<file path="src/rtl/hazard_scoreboard_unit_pkg.sv">
// Shared constants and types for the hazard scoreboard.
// Latency: n/a (declarations only).
// Backpressure: n/a.
package hazard_pkg;

  // Default register index width; the top exposes its own parameter.
  localparam int REG_ADDR_W_DEF = 4;

  // Opcodes of the instructions the hazard logic cares about.
  localparam logic [4:0] OP_ADD  = 5'b00000;
  localparam logic [4:0] OP_ADDI = 5'b01101;
  localparam logic [4:0] OP_LDR  = 5'b10010;

  // Register index at the default width.
  typedef logic [REG_ADDR_W_DEF-1:0] reg_idx_t;

endpackage

</file>
<file path="src/rtl/hazard_scoreboard_unit_reg_timer.sv">
// One scoreboard entry: counts down the cycles until a pending load result is usable.
// Latency: busy reflects a set/clear on the cycle after the edge that applies it.
// Backpressure: none; set overrides clear, which overrides the decrement.
module hazard_reg_timer #(
  parameter int CNT_W    = 1,
  parameter int LOAD_VAL = 1
) (
  input  logic clk,
  input  logic rst_n,
  input  logic set,
  input  logic clr,
  output logic busy
);

  logic [CNT_W-1:0] cnt;

  // Reload on a new load, drop on a squashed load, otherwise count down to zero.
  always_ff @(posedge clk or negedge rst_n) begin
    if (!rst_n) begin
      cnt <= '0;
    end else if (set) begin
      cnt <= CNT_W'(LOAD_VAL);
    end else if (clr) begin
      cnt <= '0;
    end else if (cnt != '0) begin
      cnt <= cnt - CNT_W'(1);
    end
  end

  assign busy = (cnt != '0);

endmodule

</file>
<file path="src/rtl/hazard_scoreboard_unit.sv">
// Load-use scoreboard and branch flush control for the IF/ID and ID/EX stages.
// Latency: control outputs are combinational (zero cycles) from state and inputs.
// Backpressure: stalls PC/IF-ID on a busy source; a taken branch flushes and wins over a stall.
// Optional perf counters are enabled by defining HAZARD_PERF_CNT_EN.
module hazard_scoreboard_unit
  import hazard_pkg::*;
#(
  parameter int REG_ADDR_W   = REG_ADDR_W_DEF,
  parameter int NUM_REGS     = 2**REG_ADDR_W,
  parameter int LOAD_LAT     = 1,
  parameter int FLUSH_CYCLES = 1,
  parameter int R0_NO_HAZARD = 1,
  parameter int PERF_W       = 32
) (
  input  logic                  clk,
  input  logic                  rst_n,
  input  logic                  ifid_valid,
  input  logic [REG_ADDR_W-1:0] rn_ifid,
  input  logic                  rn_used_ifid,
  input  logic [REG_ADDR_W-1:0] rm_ifid,
  input  logic                  rm_used_ifid,
  input  logic [REG_ADDR_W-1:0] rd_ifid,
  input  logic                  is_load_ifid,
  input  logic                  branch_taken_exmem,
  output logic                  pc_write_en,
  output logic                  if_id_write_en,
  output logic                  id_ex_flush,
  output logic                  ex_mem_flush,
  output logic [PERF_W-1:0]     stall_cnt,
  output logic [PERF_W-1:0]     flush_cnt
);

  localparam int CNT_W = $clog2(LOAD_LAT + 1);
  localparam int FL_W  = $clog2(FLUSH_CYCLES + 1);

  logic [NUM_REGS-1:0]   busy;
  logic [NUM_REGS-1:0]   set_vec;
  logic [NUM_REGS-1:0]   clr_vec;
  logic                  flushing;
  logic                  stall;
  logic                  issue;
  logic                  track_rd;
  logic                  sh_valid;
  logic                  sh_load;
  logic [REG_ADDR_W-1:0] sh_rd;
  logic [FL_W-1:0]       flush_cnt_r;

  assign flushing = branch_taken_exmem | (flush_cnt_r != '0);
  assign stall    = ifid_valid & ~flushing &
                    ((rn_used_ifid & busy[rn_ifid]) | (rm_used_ifid & busy[rm_ifid]));
  assign issue    = ifid_valid & ~stall & ~flushing;
  // R0 is hard-wired zero in most ISAs, so loads into it need no tracking.
  assign track_rd = (rd_ifid != '0) || (R0_NO_HAZARD == 0);

  for (genvar i = 0; i < NUM_REGS; i++) begin : g_timer
    assign set_vec[i] = issue & is_load_ifid & track_rd & (rd_ifid == REG_ADDR_W'(i));
    // A load squashed by the branch must not leave its register marked busy.
    assign clr_vec[i] = branch_taken_exmem & sh_valid & sh_load & (sh_rd == REG_ADDR_W'(i));

    hazard_reg_timer #(
      .CNT_W    (CNT_W),
      .LOAD_VAL (LOAD_LAT)
    ) u_timer (
      .clk   (clk),
      .rst_n (rst_n),
      .set   (set_vec[i]),
      .clr   (clr_vec[i]),
      .busy  (busy[i])
    );
  end

  // Shadow of the instruction that just moved into ID/EX, used to squash its load.
  always_ff @(posedge clk or negedge rst_n) begin
    if (!rst_n) begin
      sh_valid <= 1'b0;
      sh_rd    <= '0;
      sh_load  <= 1'b0;
    end else begin
      sh_valid <= issue;
      sh_rd    <= rd_ifid;
      sh_load  <= is_load_ifid;
    end
  end

  // Holds the flush for the remaining cycles after a taken branch; a new branch reloads.
  always_ff @(posedge clk or negedge rst_n) begin
    if (!rst_n) begin
      flush_cnt_r <= '0;
    end else if (branch_taken_exmem) begin
      flush_cnt_r <= FL_W'(FLUSH_CYCLES - 1);
    end else if (flush_cnt_r != '0) begin
      flush_cnt_r <= flush_cnt_r - FL_W'(1);
    end
  end

  // Pipeline control: pass-through in reset, flush beats stall, otherwise run.
  always_comb begin
    pc_write_en    = 1'b1;
    if_id_write_en = 1'b1;
    id_ex_flush    = 1'b0;
    ex_mem_flush   = 1'b0;
    if (rst_n) begin
      if (flushing) begin
        if_id_write_en = 1'b0;
        id_ex_flush    = 1'b1;
        ex_mem_flush   = 1'b1;
      end else if (stall) begin
        pc_write_en    = 1'b0;
        if_id_write_en = 1'b0;
        id_ex_flush    = 1'b1;
      end
    end
  end

`ifdef HAZARD_PERF_CNT_EN
  logic [PERF_W-1:0] stall_q;
  logic [PERF_W-1:0] flush_q;

  // Saturating event counters for stall cycles and taken-branch cycles.
  always_ff @(posedge clk or negedge rst_n) begin
    if (!rst_n) begin
      stall_q <= '0;
      flush_q <= '0;
    end else begin
      if (stall && (stall_q != '1)) stall_q <= stall_q + PERF_W'(1);
      if (branch_taken_exmem && (flush_q != '1)) flush_q <= flush_q + PERF_W'(1);
    end
  end

  assign stall_cnt = stall_q;
  assign flush_cnt = flush_q;
`else
  assign stall_cnt = '0;
  assign flush_cnt = '0;
`endif

endmodule
</file>
<file path="config.mk">
export PLATFORM = sky130hd
export DESIGN_NAME = hazard_scoreboard_unit
export DESIGN_NICKNAME = d
export VERILOG_FILES = /design/src/rtl/hazard_scoreboard_unit_pkg.sv /design/src/rtl/hazard_scoreboard_unit_reg_timer.sv /design/src/rtl/hazard_scoreboard_unit.sv
export SDC_FILE = /design/constraint.sdc
export NUM_CORES = 1
export LEC_CHECK = 0
export CORE_ASPECT_RATIO = 1.2
export CORE_MARGIN = 2
export CORE_UTILIZATION = 37
export DETAILED_ROUTE_END_ITERATION = 8
export PLACE_DENSITY = 0.8
export SYNTH_ARGS = -nofsm -noshare
export SYNTH_HDL_FRONTEND = slang
export SYNTH_SLANG_ARGS = --single-unit
</file>
<file path="constraint.sdc">
create_clock -name clk -period 3.6 [get_ports clk]
set_clock_uncertainty 0.05 [all_clocks]
set_input_delay 0.72 -clock clk [delete_from_list [all_inputs] [get_ports clk]]
set_output_delay 0.72 -clock clk [all_outputs]
set_load 0.05 [all_outputs]
</file>
After elaboration in Yosys (flattened, before gate mapping)
Index checks and enable logic that the tools add are counted.
{"block": "classes", "addsub": 17, "order_cmp": 2, "n_eq_ne": 30, "muxes": 64, "n_bitwise": 46, "n_reduce_logical": 3}
{"op": "== test 4 bit (second input constant)", "n": 16}
{"op": "two-way mux 1 bit", "n": 62}
{"op": "AND 1 bit", "n": 42}
{"op": "== test 4 x 3 -> 1 bit (second input constant)", "n": 8}
{"op": "subtractor 1 bit (second input constant)", "n": 17}
{"op": "== test 4 x 2 -> 1 bit (second input constant)", "n": 4}
{"op": "less-than comparator 4 x 5 -> 1 bit (second input constant)", "n": 2}
{"op": "binary-select mux 1 bit (select 4 bit)", "n": 2}
{"op": "== test 4 x 1 -> 1 bit (second input constant)", "n": 2}
{"op": "zero test 4 bit", "n": 2}
{"op": "nonzero test 4 bit", "n": 1}
{"op": "inverter 1 bit", "n": 2}
{"op": "bitwise OR 1 bit", "n": 2}
{"block": "word_totals", "reg_bits": 23, "in_bits": 19, "out_inout_bits": 68}

Longest topological paths before layout
{"block": "depth", "depth_word": 12, "mapped_depth": 7}

Cells and area by module
A second synthesis with hierarchy kept.
{"block": "unflattened", "cells_unflattened": 177, "area_unflattened_um2": 1707.9}
{"mod": "hazard_scoreboard_unit", "instances": 1, "cells_per_inst": 161, "area_each_um2": 1307.5, "seq_area_each_um2": 150.1}
{"mod": "hazard_reg_timer", "instances": 16, "cells_per_inst": 1, "area_each_um2": 25.0, "seq_area_each_um2": 25.0}

Least setup slack after synthesis
OpenSTA, ideal clock, no wires.
{"block": "synth_path", "path_kind": "input port to output port", "startpoint": "input rm_ifid[1]", "endpoint": "output if_id_write_en", "arrival_ns": 2.836, "t_required_ns": 2.830, "slack_ns": -0.006, "cell_stages": 5, "path_buffers": 1, "cell_sequence": "clkbuf_1 -> mux4_2 -> o2111ai_4 -> nand4_1 -> a31oi_1"}
{"block": "synth_via", "elab_chain_len": 8}
{"item": "from (decl)", "line": "hazard_scoreboard_unit.sv:20", "rtl": "input logic [REG_ADDR_W-1:0] rm_ifid,"}
{"item": "binary-select mux 1 bit (select 4 bit)", "line": "hazard_scoreboard_unit.sv:50", "rtl": "((rn_used_ifid & busy[rn_ifid]) | (rm_used_ifid & busy[rm_ifid]));"}
{"item": "two-way mux 1 bit (not written as such)", "line": "hazard_scoreboard_unit.sv:50"}
{"item": "AND 1 bit", "line": "hazard_scoreboard_unit.sv:50"}
{"item": "bitwise OR 1 bit", "line": "hazard_scoreboard_unit.sv:50"}
{"item": "AND 1 bit", "line": "hazard_scoreboard_unit.sv:49", "rtl": "assign stall = ifid_valid & ~flushing &"}
{"item": "two-way mux 1 bit", "line": "hazard_scoreboard_unit.sv:107", "rtl": "end else if (stall) begin"}
{"item": "two-way mux 1 bit", "line": "hazard_scoreboard_unit.sv:103", "rtl": "if (flushing) begin"}
{"item": "two-way mux 1 bit", "line": "hazard_scoreboard_unit.sv:102", "rtl": "if (rst_n) begin"}
{"item": "to (decl)", "line": "hazard_scoreboard_unit.sv:26", "rtl": "output logic if_id_write_en,"}
No other way between the ends. The select of a mux whose other input is x is not followed.

Worst setup path in the final report
{"block": "layout_path", "startpoint": "input rm_ifid[2]", "endpoint": "output id_ex_flush"}
{"block": "layout_via", "elab_chain_len": 8}
{"item": "binary-select mux 1 bit (select 4 bit)", "line": "hazard_scoreboard_unit.sv:50"}
{"item": "two-way mux 1 bit (not written as such)", "line": "hazard_scoreboard_unit.sv:50"}
{"item": "AND 1 bit", "line": "hazard_scoreboard_unit.sv:50"}
{"item": "bitwise OR 1 bit", "line": "hazard_scoreboard_unit.sv:50"}
{"item": "AND 1 bit", "line": "hazard_scoreboard_unit.sv:49"}
{"item": "two-way mux 1 bit", "line": "hazard_scoreboard_unit.sv:107"}
{"item": "two-way mux 1 bit", "line": "hazard_scoreboard_unit.sv:103"}
{"item": "two-way mux 1 bit", "line": "hazard_scoreboard_unit.sv:102"}
{"item": "to (decl)", "line": "hazard_scoreboard_unit.sv:27", "rtl": "output logic id_ex_flush,"}
No other way between the ends. The select of a mux whose other input is x is not followed.

==> reports/metrics.cfg <==
[sta]
finalMaxSlewViolations = 0
finalSetupViolCount = 0
timing.fmax_mhz = 288
finalHoldViolCount = 0
finalSetupTns_ns = 0
min_period_ns = 3.47
period_share_pct = 96.4
rsz0062_at_grt = false

[routing]
vias = 923
ant_nets = 0
firstDrtPassIters = 4
wl_mm = 2.37
first_iter_violations = 30
viasPerCell = 4.10
route.detailed.drc = 0
wl_per_cell_microns = 10.5

[clock_network]
cts_max_level = 1
worstSkewPairLatency_ns = 0.24
clock-sinks = 16
root_buffer = clkbuf_8
numCtsBuffers = 3
cts.clk_slew.worst_paths_ns = 0.06
cts_tree = yes
clockBufferDepth = 2

[grt]
grt_overflow = 0
antenna_found_initial = 0
grt_pass1_wl_mm = 3.47
grt_max_degree = 14
grt_pass1_vias = 810
grt_usage_pct = 10.4

[cells_and_area]
nets = 193
drive_gt1_share_pct = 14.5
utilization_pct = 43.5
largest_reg_flops = 16
n_fill_cell = 356
syn2layout_area_growth_pct = 12.1
antenna_cells = 0
postLayoutCellArea_sq_um = 1580

[logic_synthesis]
synth_cell_types = 29
synthMostInstantiatedCell = buf_4
synth_ff_type = dfrtp_1
netlist_area_sq_um = 1410
synth_edf_count = 0
ys_ff_latch = 16
seq_area_frac_synth_pct = 28.4
synth_top_area_share_pct = 34.0
synth_area_leaders = buf_4, dfrtp_1, mux4_2
syn_inst = 142
syn_area_per_cell_sq_um = 9.94
synth_commonest_cells = buf_4, dfrtp_1, mux2i_1, nor4_1, nor3_1
async_flop_share_pct = 100
yosysWarnings = 0
synth_top_area_cell = buf_4

[floorplan]
die_x_microns = 60.4
die_h_microns = 71.7
design.die.area_sq_um = 4330
ios = 87
initial_core_util_pct = 38.8
num_rows = 24
core-area_sq_um = 3630

[critical_path]
startpoint_type = primary input
end_kind = output port
worstPathArrival_ns = 2.70
critPathMaxFanout = 3
worstPathRequired_ns = 2.83
path_class = in -> out

[power]
seq_power_share_pct = 32.0
swShare_pct = 43.4
p_per_area_nw_per_um2 = 360
p_leak_nw = 0.775
intPower_mw = 0.323
power.switching_mw = 0.247
power_mw = 0.570
clock_power_share_pct = 26.8
ir_drop_mv = 0.128
comb_power_share_pct = 41.2

[placement]
post_dp_cell_area_sq_um = 1520
dp_hpwl_mm = 1.98
finalWeightedCongestion = 0.887
portBuffers = 22

[hold_path]
hold_path.class = in -> async

[run]
cap_violations = 0

[run_status]
status = finished clean

-- worst max-delay path, cell delays in order --
cell	delay [ns]
clkdlybuf4s50_1	0.51
mux4_2	0.51
o2111ai_1	0.27
nand4_1	0.21
a31o_2	0.29
buf_4	0.18
-- placed cells by master, fill, tap and decap left out --
cell / Yosys / layout
or2b_1: 1 / 1
o2111ai_4: 1 / 1
and2_1: 1 / 1
clkdlybuf4s50_1: 0 / 17
a31o_2: 1 / 1
nand4b_4: 1 / 1
nor2_1: 2 / 2
nand2b_1: 4 / 4
inv_1: 2 / 2
nand2_1: 2 / 2
nand4_1: 2 / 2
mux2i_1: 8 / 8
dfrtp_1: 16 / 16
nand4b_1: 2 / 2
mux4_2: 4 / 4
a41o_1: 1 / 1
nor3_1: 7 / 7
clkbuf_8: 0 / 4
nand3b_1: 1 / 1
a22oi_1: 4 / 4
buf_12: 0 / 3
nor4_1: 8 / 8
dlymetal6s2s_1: 0 / 1
buf_4: 64 / 9
o2111ai_1: 1 / 1
nor2b_1: 1 / 1
and2b_1: 1 / 1
nand2b_4: 1 / 1
a31oi_2: 0 / 1
conb_1: 1 / 65
nand3_1: 1 / 1
-- path summary, 6_finish.rpt --
path / startpoint / end / slack (ns) / depth (start not counted)
worst max-delay path: rm_ifid[2] / id_ex_flush / 0.13 / 6
worst min-delay path: rst_n / g_timer[9].u_timer.busy / 0.68 / 1
worst max register to register: g_timer[15].u_timer.busy / g_timer[1].u_timer.busy / 1.57 / 5
worst min register to register: g_timer[14].u_timer.busy / g_timer[10].u_timer.busy / 0.96 / 4
max in group asynchronous: rst_n / g_timer[2].u_timer.busy / 2.35 / 2
min in group clk: g_timer[14].u_timer.busy / g_timer[10].u_timer.busy / 0.96 / 4
-- kinds of logic (layout without fill, tap and decap cells) --
kind of cell           count (synthesis)  after routing  share of synthesized area (%)
multiplexers                          12             12                           12.1
other                                  1             65                          0.266
buffers and inverters                 69             36                           36.4
AND/OR/NAND/NOR                       35             35                           16.5
AO/OA/AOI/OAI                          9              9                           6.38
flip-flops                            16             16                           28.4
-- metal layers --
metal  GRT usage [%]  vias to the layer above  part of all wire (%)
met3           0.722                        8                   6.9
met2            18.1                       50                    54
met4            6.67                        0                   3.2
li1                -                      431                     -
met1            11.8                      434                    36
met5               0                        -                     0
-- stage by stage --
step                instances  setup slack [ns]  hold WS, ns
floorplan                 206             0.236        0.374
global placement          221            0.0826        0.882
detailed placement        221            0.0536        0.953
CTS                       225            0.0490        0.695
global route              225            0.0271        0.706
finish                    225             0.129        0.684
-- power groups by stage --
stage	combinational (mW)	sequential [mW]	clock, mW
6_report	0.235	0.182	0.153
5_1_grt	0.245	0.182	0.159
4_1_cts	0.234	0.182	0.154
3_5_place_dp	0.234	0.185	0
3_3_place_gp	0.233	0.185	0
2_1_floorplan	0.241	0.185	0
-- cell type report --
class	instances	area [sq um]	area share (%)
Multi-Input combinational cell	121	743	47.0
Clock buffer	4	55.1	3.48
Inverter	2	7.51	0.475
Sequential cell	16	400	25.3
Timing Repair Buffer	30	310	19.6
Tap cell	52	65.1	4.11
-- timing repair --
action | CTS | global route
gates resized for setup | 0 | 1
buffers inserted | 0 | 0
setup endpoints to repair | 0 | 2
hold buffers | 0 | 0
Power figures use the tool's default switching activity.
